## config.mk

```make
export PLATFORM = sky130hd
export DESIGN_NAME = sc_multi_charge_ctrl
export DESIGN_NICKNAME = d
export VERILOG_FILES = /design/src/rtl/sc_pkg.sv /design/src/rtl/sc_charge_channel.sv /design/src/rtl/sc_multi_charge_ctrl.sv
export SDC_FILE = /design/constraint.sdc
export NUM_CORES = 1
export LEC_CHECK = 0
export ABC_AREA = 1
export CORE_MARGIN = 2
export CORE_UTILIZATION = 59
export CTS_CLUSTER_DIAMETER = 120
export CTS_CLUSTER_SIZE = 12
export DETAILED_ROUTE_END_ITERATION = 8
export PLACE_DENSITY = 0.86
export SLEW_MARGIN = 20
export SYNTH_ARGS = -nofsm -noshare
export SYNTH_HDL_FRONTEND = slang
export SYNTH_HIERARCHICAL = 1
export SYNTH_SLANG_ARGS = --single-unit
export TNS_END_PERCENT = 100
```

## constraint.sdc

```tcl
create_clock -name clk -period 4.25 [get_ports clk]
set_input_delay 0.85 -clock clk [delete_from_list [all_inputs] [get_ports clk]]
set_output_delay 0.85 -clock clk [all_outputs]
set_load 0.05 [all_outputs]
```

## src/rtl/sc_pkg.sv

```systemverilog
// sc_pkg: shared types and default timing for the multi-channel charge controller
package sc_pkg;

    typedef enum logic [1:0] {
        GRID_NORMAL   = 2'd0,
        GRID_UNSTABLE = 2'd1,
        GRID_CRITICAL = 2'd2
    } grid_state_t;

    typedef enum logic [2:0] {
        ST_IDLE       = 3'd0,
        ST_CHECK_GRID = 3'd1,
        ST_WAIT       = 3'd2,
        ST_RELAY_ON   = 3'd3,
        ST_CHARGING   = 3'd4,
        ST_FAULT      = 3'd5
    } state_t;

    localparam int DEF_WAIT_CYC  = 1000;
    localparam int DEF_RELAY_DLY = 16;

endpackage

```

## src/rtl/sc_charge_channel.sv

```systemverilog
// sc_charge_channel: one charging channel FSM with back-off and relay-settle counters
module sc_charge_channel
    import sc_pkg::*;
#(
    parameter int WAIT_CYC  = DEF_WAIT_CYC,
    parameter int RELAY_DLY = DEF_RELAY_DLY
) (
    input  logic        clk,
    input  logic        reset_n,
    input  grid_state_t grid_state,
    input  logic        connected,
    input  logic        full,
    input  logic        fault_flag,
    input  logic        fault_clr,
    input  logic        grant,
    input  logic        room,
    input  logic        shed,
    output state_t      state,
    output state_t      state_next,
    output logic        relay,
    output logic        charge_en
);

    localparam int WW = $clog2(WAIT_CYC > 1 ? WAIT_CYC : 2);
    localparam int RW = $clog2(RELAY_DLY > 1 ? RELAY_DLY : 2);

    logic [WW-1:0] wait_cnt, wait_cnt_next;
    logic [RW-1:0] rly_cnt, rly_cnt_next;
    logic          crit, gone;

    assign crit      = grid_state == GRID_CRITICAL;
    assign gone      = !connected || full;
    assign relay     = state == ST_RELAY_ON || state == ST_CHARGING;
    assign charge_en = state == ST_CHARGING;

    // state and counter registers, cleared asynchronously
    always_ff @(posedge clk or negedge reset_n) begin
        if (!reset_n) begin
            state    <= ST_IDLE;
            wait_cnt <= '0;
            rly_cnt  <= '0;
        end else begin
            state    <= state_next;
            wait_cnt <= wait_cnt_next;
            rly_cnt  <= rly_cnt_next;
        end
    end

    // next state; counters run only while in their own state and restart on entry
    // a CHECK_GRID channel that lost arbitration while capacity remains keeps
    // waiting for its turn instead of backing off
    always_comb begin
        state_next    = state;
        wait_cnt_next = '0;
        rly_cnt_next  = '0;
        if (fault_flag) begin
            state_next = ST_FAULT;
        end else begin
            case (state)
                ST_IDLE: if (connected && !full) state_next = ST_CHECK_GRID;
                ST_CHECK_GRID: begin
                    if (crit) state_next = ST_FAULT;
                    else if (gone) state_next = ST_IDLE;
                    else if (grant) state_next = ST_RELAY_ON;
                    else if (!room) state_next = ST_WAIT;
                end
                ST_WAIT: begin
                    if (gone) state_next = ST_IDLE;
                    else if (crit) wait_cnt_next = '0;
                    else if (wait_cnt == WW'(WAIT_CYC - 1)) state_next = ST_CHECK_GRID;
                    else wait_cnt_next = wait_cnt + 1'b1;
                end
                ST_RELAY_ON: begin
                    if (crit) state_next = ST_FAULT;
                    else if (!connected) state_next = ST_IDLE;
                    else if (shed) state_next = ST_WAIT;
                    else if (rly_cnt == RW'(RELAY_DLY - 1)) state_next = ST_CHARGING;
                    else rly_cnt_next = rly_cnt + 1'b1;
                end
                ST_CHARGING: begin
                    if (crit) state_next = ST_FAULT;
                    else if (gone) state_next = ST_IDLE;
                    else if (shed) state_next = ST_WAIT;
                end
                ST_FAULT: if (fault_clr) state_next = ST_IDLE;
                default: state_next = ST_IDLE;
            endcase
        end
    end

endmodule

```

## src/rtl/sc_multi_charge_ctrl.sv

```systemverilog
// sc_multi_charge_ctrl: N-channel charge controller with grid-aware admission and load shedding
module sc_multi_charge_ctrl
    import sc_pkg::*;
#(
    parameter int N_CH             = 4,
    parameter int WAIT_CYC         = DEF_WAIT_CYC,
    parameter int RELAY_DLY        = DEF_RELAY_DLY,
    parameter int MAX_ACT_NORMAL   = N_CH,
    parameter int MAX_ACT_UNSTABLE = 1
) (
    input  logic                      clk,
    input  logic                      reset_n,
    input  grid_state_t               grid_state,
    input  logic [N_CH-1:0]           battery_connected,
    input  logic [N_CH-1:0]           battery_full,
    input  logic [N_CH-1:0]           fault_flag,
    input  logic [N_CH-1:0]           fault_clr,
    output logic [N_CH-1:0]           relay_activation,
    output logic [N_CH-1:0]           charge_enable,
    output logic [3*N_CH-1:0]         ch_state,
    output logic [$clog2(N_CH+1)-1:0] active_count,
    output logic                      fault_any
);

    localparam int CW = $clog2(N_CH + 1);
    localparam int PW = (N_CH > 1) ? $clog2(N_CH) : 1;

    state_t          st      [N_CH];
    state_t          st_next [N_CH];
    logic [N_CH-1:0] grant, shed, chg_sel, rly_sel;
    logic [CW-1:0]   cap, cnt_next;
    logic [PW-1:0]   rr_ptr, rr_ptr_next, idx;
    logic            can_grant, do_shed, found, fault_next;

    assign cap = grid_state == GRID_NORMAL   ? CW'(MAX_ACT_NORMAL) :
                 grid_state == GRID_UNSTABLE ? CW'(MAX_ACT_UNSTABLE) : '0;
    assign can_grant = active_count < cap;
    assign do_shed   = active_count > cap && grid_state != GRID_CRITICAL;

    for (genvar i = 0; i < N_CH; i++) begin : g_ch
        sc_charge_channel #(
            .WAIT_CYC (WAIT_CYC),
            .RELAY_DLY(RELAY_DLY)
        ) u_ch (
            .clk       (clk),
            .reset_n   (reset_n),
            .grid_state(grid_state),
            .connected (battery_connected[i]),
            .full      (battery_full[i]),
            .fault_flag(fault_flag[i]),
            .fault_clr (fault_clr[i]),
            .grant     (grant[i]),
            .room      (can_grant),
            .shed      (shed[i]),
            .state     (st[i]),
            .state_next(st_next[i]),
            .relay     (relay_activation[i]),
            .charge_en (charge_enable[i])
        );
        assign ch_state[3*i +: 3] = st[i];
    end

    // round-robin grant: first CHECK_GRID channel at or after the pointer
    always_comb begin
        grant       = '0;
        rr_ptr_next = rr_ptr;
        found       = 1'b0;
        idx         = '0;
        for (int k = 0; k < N_CH; k++) begin
            idx = PW'((int'(rr_ptr) + k) % N_CH);
            if (can_grant && !found && st[idx] == ST_CHECK_GRID) begin
                found       = 1'b1;
                grant[idx]  = 1'b1;
                rr_ptr_next = PW'((int'(rr_ptr) + k + 1) % N_CH);
            end
        end
    end

    // shed the highest-index charging channel, else the highest-index relay-settling one
    always_comb begin
        chg_sel = '0;
        rly_sel = '0;
        for (int i = 0; i < N_CH; i++) begin
            if (st[i] == ST_CHARGING) begin
                chg_sel    = '0;
                chg_sel[i] = 1'b1;
            end
            if (st[i] == ST_RELAY_ON) begin
                rly_sel    = '0;
                rly_sel[i] = 1'b1;
            end
        end
        shed = !do_shed ? '0 : (|chg_sel ? chg_sel : rly_sel);
    end

    // summary counts from next state so the registered values line up with ch_state
    always_comb begin
        cnt_next   = '0;
        fault_next = 1'b0;
        for (int i = 0; i < N_CH; i++) begin
            cnt_next   = cnt_next + CW'(st_next[i] == ST_RELAY_ON || st_next[i] == ST_CHARGING);
            fault_next = fault_next | (st_next[i] == ST_FAULT);
        end
    end

    // pointer and summary registers
    always_ff @(posedge clk or negedge reset_n) begin
        if (!reset_n) begin
            rr_ptr       <= '0;
            active_count <= '0;
            fault_any    <= 1'b0;
        end else begin
            rr_ptr       <= rr_ptr_next;
            active_count <= cnt_next;
            fault_any    <= fault_next;
        end
    end

endmodule
```

==> key figures, run 1 <==
Clocking
  – Max Root-Sink Buffers: 2
  – Num CTS Buffers: 9
  – Hold_buf cts: 0
  – CTS tree: yes
  – Worst skew pair latency: around 0.35 ns
  – Postcts setup bufs: 0
  – H-tree levels: 3
  – Clock sinks: 74
  – Clock Pin Slew Worst Setup and Hold Paths: roughly 0.08 ns
  – CTS root buf: clkbuf_8

Place
  – Dpl ws: -0.318 ns
  – IO Port Bufs: between 40 and 50
  – Final GP Congestion: 0.965
  – DP HPWL: 9.64 mm

Logic synthesis
  – Seq/Total Area, Yosys: 35.7%
  – Yosys top cell by area: dfrtp_1
  – Avg Synthesized Cell Area: ~7.0 um^2
  – Cell area after synthesis: 5180 um^2
  – Synth Register Bits: 74
  – Post-synthesis xor/xnor area fraction: ~2.2%
  – Cells after Synth: about 740
  – Synth area leaders: dfrtp_1, nand2_1, nor2_1, inv_1, nand3_1
  – Post-Synth Simple-Gate Area: about two fifths
  – Largest family of logic cells by synthesized area: simple AND/OR/NAND/NOR gates
  – Mux cell area share after synthesis: 0%
  – Adder-cell share of the synthesized area: approximately 4.2%
  – Syn nets: around 770
  – Distinct cells, synth: 34
  – Compound-Gate Fraction of Synth Area: under 10%
  – Yosys top cell area share: 35.7%
  – YS warnings: 6

Pwr
  – Leak pwr: approximately 3 nW
  – Maximum vdd drop: between 400 and 500 uV
  – Total power: around 2.3 mW
  – PD cells: approximately 380 nW/um^2

Floorplan
  – Die span in x: just under 100 um
  – Boundary Pins: between 40 and 50
  – DIE HEIGHT: 97.7 um
  – Initial Util: about 60%
  – Die area: 9550 um^2
  – Core area: approximately 8600 um^2
  – # rows: 34

Setup path
  – Req. time, crit path: 4.49 ns
  – CP Cell Sequence: clkdlybuf4s50_1, inv_1, nor2_1, ha_1, nand2_1, a21oi_2, nand3_2, nor2_4, nand2_2, o221ai_2, inv_1, nand3b_1, nand3_1, nand3b_1, nor2_1, nand3_1, nand2_1, nor2_1, a21oi_1, fa_1, inv_1, ha_1, ha_1
  – CP arrival: ~4.4 ns
  – Top delay family on crit path: adder cells
  – CP Class: input pin to flop
  – Worst-path fanout max: 4
  – Worst Path Buf+Inv: 4
  – Crit end category: flop
  – Slowest cell on the critical path: fa_1
  – Worst setup SP type: input pin
  – CP max stage delay: 0.56 ns

Global route
  – Antenna violations before repair: 0
  – First-pass GRT wire length: between 20 and 25 mm
  – Total Routing Usage GR: between 20% and 30%
  – Vias in the first global route: just under 5000
  – Largest net degree at the start of global routing: 50
  – Remaining Overflow, GRT: 0

Routing
  – Wire per inst: between 10 and 15 um
  – Post-route ant nets: 0
  – Vias per inst: 5.66
  – Residual DRC: 0
  – Initial DRC count: 377
  – DRT Wirelength: about 13 mm
  – Vias post-DR: approximately 5200
  – DRT Pass-1 Iters: 7

Timing
  – Worst setup margin: ~0.14 ns
  – Slew Viols, Final: 0
  – Min Tclk post-route: a little over 4 ns
  – Worst-Margin Slew: between 0.6 and 0.7 ns
  – Final Cycle Share: between 90% and 100%
  – Final Hold Fails: 0
  – Fin Setup TNS: 0 ns
  – # setup viols final: 0
  – Fmax: 244 MHz
  – Max-Slew Margin vs Limit: 57.0%
  – Clock skew: 0.00846 ns

Flow run
  – Total of max-cap violations: 0

Min path
  – Hold WC Path Type: flop to flop

Final layout
  – Final net count: around 850
  – Fillers: between 600 and 700
  – Area delta synth->final: 17.8%
  – Antenna diode count: 0
  – Layout cell share with drive strength beyond 1: between 10 and 15%

Status
  – Outcome: complete, no violations
==> state kept, by name, indices dropped and copies added (netlist names) <==
register	count
active_count	3
fault_any	1
g_ch.u_ch/rly_cnt	16
g_ch.u_ch/state	12
g_ch.u_ch/wait_cnt	40
rr_ptr	2
==> cells by family after synthesis <==
kind of cell | Yosys count
and+or+nand+nor | 444
buffers and inverters | 129
DFF | 74
AOI/OAI and AO/OA | 60
adders and majority gates | 17
xor gates and xnor gates | 13
==> power breakdown <==
part,internal (mW),switching (mW)
clock,0.222,0.263
sequential,0.739,0.0821
combinational,0.356,0.667
total,1.32,1.01
==> final cells by class <==
cell class	instances	area, um^2	area share, %
multi-input cells	534	2890	47.4
well taps	108	135	2.21
flip-flops and latches	74	1850	30.3
inverters	129	487	7.97
clock inverters	5	31.3	0.512
repair buffers	62	571	9.34
clock buffers	10	138	2.25
==> routing by layer <==
metal  up-vias  track usage, %  routed length [um]  part of all wire [%]
met5         -               0                   0                     0
met4         0            10.8                 235                   1.8
met3        30            4.22                 786                   6.1
met2       217            46.5                6370                    50
met1      2445            34.2                5390                    42
li1       2524               -                   -                     -
==> Yosys cell counts <==
| cell | count |
|---|---|
| o21bai_1 | 8 |
| a21oi_1 | 23 |
| nor4b_1 | 4 |
| a22oi_1 | 1 |
| inv_1 | 121 |
| nor2_2 | 2 |
| nor4_1 | 6 |
| a31oi_1 | 5 |
| o21ai_0 | 11 |
| a211oi_1 | 1 |
| o21ai_1 | 2 |
| inv_4 | 1 |
| nand2_1 | 129 |
| inv_2 | 7 |
| nand3_2 | 2 |
| xor2_1 | 9 |
| nand3b_1 | 15 |
| o2111ai_1 | 1 |
| nor3b_2 | 4 |
| nor2_4 | 5 |
| nand4_1 | 14 |
| nor3_1 | 18 |
| o22ai_1 | 4 |
| fa_1 | 1 |
| nand2_2 | 16 |
| nand2_4 | 4 |
| ha_1 | 16 |
| o221ai_1 | 1 |
| nor3_2 | 12 |
| a21oi_2 | 3 |
| xnor2_1 | 4 |
| dfrtp_1 | 74 |
| nor2_1 | 128 |
| nand3_1 | 85 |
==> final timing paths <==
kind	startpoint	to	slack, ns	cells past startpoint
worst max-delay path	grid_state[0]	active_count[1]	0.14	23
worst min-delay path	g_ch[0].u_ch/wait_cnt[0]	g_ch[0].u_ch/wait_cnt[0]	0.46	1
worst max register to register	rr_ptr[0]	active_count[1]	0.38	24
worst min register to register	g_ch[0].u_ch/wait_cnt[0]	g_ch[0].u_ch/wait_cnt[0]	0.46	1
max in group asynchronous	reset_n	g_ch[2].u_ch/wait_cnt[0]	2.66	2
min in group asynchronous	reset_n	active_count[2]	0.50	1
==> through the flow <==
step                      instances  area [um^2]  util (%)  hold WS (ns)
after floorplan                 737         5180         -         0.430
after global placement          907         5890      68.2         0.441
after detailed placement        907         5890      68.2         0.452
after CTS                       922         6060      70.1         0.462
after global routing            922         6110      70.7         0.480
final                           922         6110      70.7         0.458
==> what timing repair did <==
| action | in CTS | in global routing |
|---|---|---|
| resized for setup | 0 | 12 |
| endpoints found under the hold margin | 0 | 0 |
| setup endpoints to repair | 0 | 3 |
==> layout by cell type (no fill, tap or decap), types with 5 or more instances in the layout <==
cell type	Yosys	routed
nand2_1	129	129
o21ai_0	11	9
nor2_4	5	5
buf_4	0	19
nand2_2	16	16
nand3_1	85	83
dfrtp_1	74	74
xor2_1	9	9
nor3_2	12	12
nor2_1	128	126
clkdlybuf4s50_1	0	41
nand3b_1	15	15
nor4_1	6	6
a21oi_1	23	22
clkbuf_8	0	10
nand4_1	14	14
inv_2	7	7
a31oi_1	5	5
ha_1	16	15
nor3_1	18	18
o21bai_1	8	8
inv_1	121	121
No activity file was read; power rests on OpenSTA's default activity.
==> inputs of run 2 (changes only) <==
--- a/config.mk
+++ b/config.mk
@@ -11,7 +11,9 @@
 export CTS_CLUSTER_DIAMETER = 120
 export CTS_CLUSTER_SIZE = 12
 export DETAILED_ROUTE_END_ITERATION = 8
+export MAX_ROUTING_LAYER = met4
 export PLACE_DENSITY = 0.86
+export SKIP_CTS_REPAIR_TIMING = 1
 export SLEW_MARGIN = 20
 export SYNTH_ARGS = -nofsm -noshare
 export SYNTH_HDL_FRONTEND = slang
==> run 2 against run 1 <==
Clock power rose by 26%. Sequential power hardly changed. Total power is 6.9% higher. Die area unchanged. Clock skew rose by 0.0023 ns. Register-to-register slack worse by 0.05 ns.
==> key figures, run 2 (synthesis results as in run 1) <==
Pwr
  – Total power: 2.49 mW (+6.9%)
  – NetSw: 1.04 mW (+3.0%)
  – Clock network power share: 24.5% (+3.7 points)
  – Cell Int Power: 1.45 mW (+10%)
  – Logic gate share of total power: 42.6% (-1.3 points)
  – Flop pwr share: 32.9% (-2.3 points)
  – Switch share: 41.8% (-1.6 points)
  – Leak pwr: 3.03 nW (+1.7%)
  – Maximum vdd drop: 446 uV (+9.5%)
  – PD cells: 402 nW/um^2 (+5.3%)

Routing
  – Wire per inst: 14.1 um (+1.3%)
  – Residual DRC: 0 (unchanged)
  – Vias per inst: 5.59 (-1.2%)
  – DRT Pass-1 Iters: 5 (-2)
  – Initial DRC count: 297 (-21%)
  – Post-route ant nets: 0 (unchanged)
  – Vias post-DR: 5156 (-1.2%)
  – DRT Wirelength: 13.0 mm (+1.3%)

Global route
  – Antenna violations before repair: 0 (unchanged)
  – First-pass GRT wire length: 21.9 mm (+1.4%)
  – Vias in the first global route: 5092 (+2.5%)
  – Total Routing Usage GR: 28.1% (+1.1 points)
  – Remaining Overflow, GRT: 0 (unchanged)
  – Largest net degree at the start of global routing: 50 (unchanged)

Setup path
  – Top delay family on crit path: adder cells
  – Worst Path Buf+Inv: 6 (+2)
  – CP Class: input pin to flop
  – Req. time, crit path: 4.48 ns (about the same)
  – Slowest cell on the critical path: fa_1
  – Crit end category: flop
  – Critical path's most frequent cell: inv_1
  – CP max stage delay: 0.54 ns (-0.02 ns)
  – Worst-path fanout max: 4 (unchanged)
  – CP Cell Sequence: clkdlybuf4s50_1, inv_1, nand2_1, ha_4, a21oi_4, buf_4, nand2_2, inv_2, a22oi_2, o221ai_4, inv_1, nand3b_1, nand3_1, nand3b_1, nor2_1, nand3_2, nor2_2, a21oi_2, fa_1, inv_1, ha_1, ha_1
  – Worst setup SP type: input pin
  – CP arrival: 4.32 ns (-0.03 ns)

Clocking
  – Clock Pin Slew Worst Setup and Hold Paths: 0.08 ns (about the same)
  – CTS tree: yes
  – H-tree levels: 3 (unchanged)
  – Num CTS Buffers: 9 (unchanged)
  – Worst skew pair latency: 0.35 ns (about the same)
  – Clock sinks: 74 (unchanged)
  – CTS root buf: clkbuf_8
  – Max Root-Sink Buffers: 2 (unchanged)

Timing
  – Worst-Margin Slew: 0.625 ns (-0.0194 ns)
  – # setup viols final: 0 (unchanged)
  – Min Tclk post-route: 4.09 ns (-0.0213 ns)
  – Max-Slew Margin vs Limit: 58.3% (+1.3 points)
  – Worst setup margin: 0.165 ns (+0.0213 ns)
  – Final Cycle Share: 96.1% (-0.50 points)
  – Clock skew: 0.0108 ns (+0.00232 ns)
  – Final Hold Fails: 0 (unchanged)
  – Worst hold margin: 0.467 ns (+0.00914 ns)
  – Fmax: 245 MHz (+0.52%)
  – Slew Viols, Final: 0 (unchanged)

Floorplan
  – Core area: 8640 um^2 (unchanged)
  – DIE HEIGHT: 97.7 um (unchanged)
  – Initial Util: 60.0% (unchanged)
  – Boundary Pins: 44 (unchanged)
  – Die span in x: 97.7 um (unchanged)
  – Die area: 9550 um^2 (unchanged)
  – # rows: 34 (unchanged)

Final layout
  – Commonest non-fill, non-tap cell in the layout: nand2_1
  – Top reg by flops: g_ch.u_ch/wait_cnt
  – Design Area, Final: 6200 um^2 (+1.6%)
  – Leading cell types in the layout, fill and taps excluded: nand2_1, nor2_1, inv_1
  – Layout cell share with drive strength beyond 1: 13.0% (+0.74 points)
  – Area delta synth->final: 19.7%
  – Antenna diode count: 0 (unchanged)
  – Fillers: 670 (-0.45%)
  – Max FFs per register: 40 (unchanged)
  – Final net count: 847 (unchanged)
  – Top flop regs: g_ch.u_ch/wait_cnt: 40 flops, g_ch.u_ch/rly_cnt: 16 flops, g_ch.u_ch/state: 12 flops

Status
  – Outcome: complete, no violations

Min path
  – Hold WC Path Type: flop to flop

Place
  – DP HPWL: 9.52 mm (-1.3%)
  – Final GP Congestion: 1.01 (+4.9%)
  – Placed cell areas: 5880 um^2 (-0.13%)
  – IO Port Bufs: 43 (unchanged)
  – Dpl ws: -0.269 ns (+0.0490 ns)

Flow run
  – Total of max-cap violations: 0 (unchanged)
[run 2: cell type report]
class	count	area (um^2)	share of cell area (%)
well taps	108	135	2.18
clock buffers	10	138	2.22
flip-flops and latches	74	1850	29.8
multi-input cells	534	2940	47.4
repair buffers	62	571	9.20
clock inverters	5	78.8	1.27
inverters	129	487	7.84
[run 2: power groups by stage]
stage / Clock [mW] / Combinational [mW] / Sequential [mW]
floorplan: 0 / 0.593 / 0.897
global placement: 0 / 0.949 / 0.829
detailed placement: 0 / 0.976 / 0.829
CTS: 0.619 / 0.985 / 0.815
global route: 0.651 / 1.16 / 0.826
finish: 0.610 / 1.06 / 0.820
[run 2: path summary, 6_finish.rpt]
check	start	end	slack [ns]	cells past startpoint
min in group asynchronous	reset_n	g_ch[1].u_ch/rly_cnt[3]	0.50	1
worst max-delay path	grid_state[0]	active_count[1]	0.16	22
worst min-delay path	g_ch[1].u_ch/wait_cnt[0]	g_ch[1].u_ch/wait_cnt[0]	0.47	1
max in group asynchronous	reset_n	g_ch[2].u_ch/wait_cnt[0]	2.68	2
worst max register to register	rr_ptr[0]	active_count[1]	0.33	23
worst min register to register	g_ch[1].u_ch/wait_cnt[0]	g_ch[1].u_ch/wait_cnt[0]	0.47	1
[run 2: per-stage QoR]
| step | util, % | instances | setup TNS (ns) |
|---|---|---|---|
| detailed placement | 68.1 | 906 | -0.560 |
| finish | 71.8 | 922 | 0 |
| CTS | 70.6 | 921 | 0 |
| floorplan | - | 737 | 0 |
| global route | 71.8 | 922 | -0.0209 |
| global placement | 68.1 | 906 | -0.166 |
[run 2: routing by layer]
| layer | GRT usage [%] | vias up | part of all wire [%] |
|---|---|---|---|
| met2 | 47.7 | 181 | 50 |
| met3 | 4.01 | 32 | 5.6 |
| met1 | 34.0 | 2409 | 42 |
| met5 | - | - | 0 |
| met4 | 10.9 | 0 | 2.3 |
| li1 | - | 2534 | - |
==> inputs of run 3 (changes only) <==
--- a/config.mk
+++ b/config.mk
@@ -6,11 +6,13 @@
 export NUM_CORES = 1
 export LEC_CHECK = 0
 export ABC_AREA = 1
+export CAP_MARGIN = 25
 export CORE_MARGIN = 2
 export CORE_UTILIZATION = 59
 export CTS_CLUSTER_DIAMETER = 120
 export CTS_CLUSTER_SIZE = 12
 export DETAILED_ROUTE_END_ITERATION = 8
+export GPL_TIMING_DRIVEN = 0
 export MAX_ROUTING_LAYER = met4
 export PLACE_DENSITY = 0.86
 export SKIP_CTS_REPAIR_TIMING = 1
==> run 3 against run 2 <==
Routed wire length down 11%. Critical path type unchanged. First-iteration DRC count up 0.34%. Clock power down 22%. Final cell count down 1.2%. Total power down 9.7%. Sequential power down 0.5%. Via count down 4.0%. Critical path depth down 2. Largest power group unchanged. Non-clock buffer count down 12. Hold slack worse by 0.052 ns.
==> key figures, run 3 (synthesis results as in run 1) <==
Routing
  – Vias post-DR: 4951 (-4.0%)
  – Residual DRC: 0 (unchanged)
  – Wire per inst: 12.6 um (-10%)
  – DRT Pass-1 Iters: 6 (+1)
  – Vias per inst: 5.43 (-2.8%)
  – Post-route ant nets: 0 (unchanged)
  – DRT Wirelength: 11.5 mm (-11%)
  – Initial DRC count: 298 (+0.34%)

Global route
  – First-pass GRT wire length: 20.1 mm (-8.0%)
  – Remaining Overflow, GRT: 0 (unchanged)
  – Vias in the first global route: 4779 (-6.1%)
  – Total Routing Usage GR: 25.9% (-2.2 points)
  – Antenna violations before repair: 0 (unchanged)
  – Largest net degree at the start of global routing: 48 (-4.0%)

Setup path
  – CP Class: input pin to flop
  – Worst setup SP type: input pin
  – CP arrival: 4.32 ns (about the same)
  – Req. time, crit path: 4.48 ns (about the same)
  – Worst-path fanout max: 6 (+2)
  – Crit end category: flop

Final layout
  – Commonest non-fill, non-tap cell in the layout: nand2_1
  – Antenna diode count: 0 (unchanged)
  – Top flop regs: g_ch.u_ch/wait_cnt: 40 flops, g_ch.u_ch/rly_cnt: 16 flops, g_ch.u_ch/state: 12 flops
  – Design Area, Final: 6000 um^2 (-3.2%)
  – Leading cell types in the layout, fill and taps excluded: nand2_1, nor2_1, inv_1
  – Area delta synth->final: 15.8%
  – Layout cell share with drive strength beyond 1: 10.2% (-2.8 points)
  – Final core utilization: 69.5% (-2.3 points)
  – Fin cells: 911 (-1.2%)
  – Final net count: 835 (-1.4%)
  – Max FFs per register: 40 (unchanged)
  – Top reg by flops: g_ch.u_ch/wait_cnt

Floorplan
  – Die area: 9550 um^2 (unchanged)
  – Die span in x: 97.7 um (unchanged)
  – # rows: 34 (unchanged)
  – Boundary Pins: 44 (unchanged)
  – Core area: 8640 um^2 (unchanged)
  – Initial Util: 60.0% (unchanged)
  – DIE HEIGHT: 97.7 um (unchanged)

Timing
  – Max-Slew Margin vs Limit: 65.7% (+7.4 points)
  – Fmax: 245 MHz (about the same)
  – Worst hold margin: 0.415 ns (-0.0524 ns)
  – # setup viols final: 0 (unchanged)
  – Clock skew: 0.0115 ns (+0.000703 ns)
  – Final Hold Fails: 0 (unchanged)
  – Worst setup margin: 0.163 ns (-0.00161 ns)
  – Final Cycle Share: 96.2% (about the same)
  – Min Tclk post-route: 4.09 ns (+0.00161 ns)
  – Fin Setup TNS: 0 ns (unchanged)
  – Slew Viols, Final: 0 (unchanged)
  – Worst-Margin Slew: 0.513 ns (-0.112 ns)

Place
  – IO Port Bufs: 43 (unchanged)
  – Placed cell areas: 5780 um^2 (-1.8%)
  – DP HPWL: 9.00 mm (-5.4%)
  – Dpl ws: -0.748 ns (-0.479 ns)
  – Post-Place Cells: 889 (-1.9%)
  – Final GP Congestion: 0.962 (-5.0%)

Clocking
  – Clock Pin Slew Worst Setup and Hold Paths: 0.08 ns (about the same)
  – H-tree levels: 3 (unchanged)
  – CTS tree: yes
  – Num CTS Buffers: 9 (unchanged)
  – Worst skew pair latency: 0.35 ns (about the same)
  – Max Root-Sink Buffers: 2 (unchanged)
  – Clock sinks: 74 (unchanged)
  – CTS root buf: clkbuf_8

Pwr
  – Leak pwr: 2.92 nW (-3.8%)
  – Total power: 2.25 mW (-9.7%)
  – PD cells: 375 nW/um^2 (-6.7%)
  – Maximum vdd drop: 337 uV (-25%)

Min path
  – Hold WC Path Type: input pin to asynchronous set/reset pin

Flow run
  – Total of max-cap violations: 0 (unchanged)

Status
  – Outcome: complete, no violations
## run 3: changes by cell type in the layout (fill, tap and decap cells not counted), sizes merged
cell and delta:
clkinvlp +4, bufinv -2, clkdlybuf4s50 -1, clkbuf +1, clkinv -1, buf -12
## run 3: area by class of cell
class | count | area, um^2
multi-input cells | 534 | 2860
fillers | 719 | 2630
flip-flops and latches | 74 | 1850
repair buffers | 50 | 498
inverters | 129 | 487
well taps | 108 | 135
clock buffers | 10 | 128
clock inverters | 6 | 43.8
## run 3: critical path, cell delays in order
cell and delay [ns]:
dlymetal6s2s_1 0.19, inv_1 0.09, nand2_1 0.05, ha_1 0.33
a21oi_4 0.10, buf_4 0.15, nor2_1 0.13, nand3_1 0.13
a211oi_1 0.33, nor2_1 0.13, nand3_1 0.11, a21oi_1 0.06
nor2_1 0.14, nand3_2 0.11, o21ai_0 0.19, o21ai_0 0.19
fa_1 0.53, inv_1 0.05, ha_1 0.19, ha_1 0.26
## run 3: report_power, final
part	internal [mW]	switching [mW]
registers	0.740	0.0763
clock network	0.211	0.265
logic	0.327	0.629
## run 3: final timing paths
path	end	depth (start not counted)	slack, ns	from
hold reg to reg	g_ch[1].u_ch/wait_cnt[0]	1	0.46	g_ch[1].u_ch/wait_cnt[0]
setup reg to reg	active_count[1]	22	0.26	rr_ptr[1]
setup / recovery	active_count[1]	20	0.16	grid_state[1]
hold / removal	g_ch[1].u_ch/wait_cnt[5]	1	0.41	reset_n
max in group asynchronous	g_ch[3].u_ch/state[0]	2	3.27	reset_n
min in group clk	g_ch[1].u_ch/wait_cnt[0]	1	0.46	g_ch[1].u_ch/wait_cnt[0]
## run 3: layer usage
| metal | vias up | GRT usage (%) | wire, um |
|---|---|---|---|
| met5 | - | - | 0 |
| met4 | 0 | 9.94 | 224 |
| met3 | 23 | 4.08 | 543 |
| met2 | 136 | 45.1 | 5980 |
| met1 | 2278 | 30.2 | 4770 |
| li1 | 2514 | - | - |
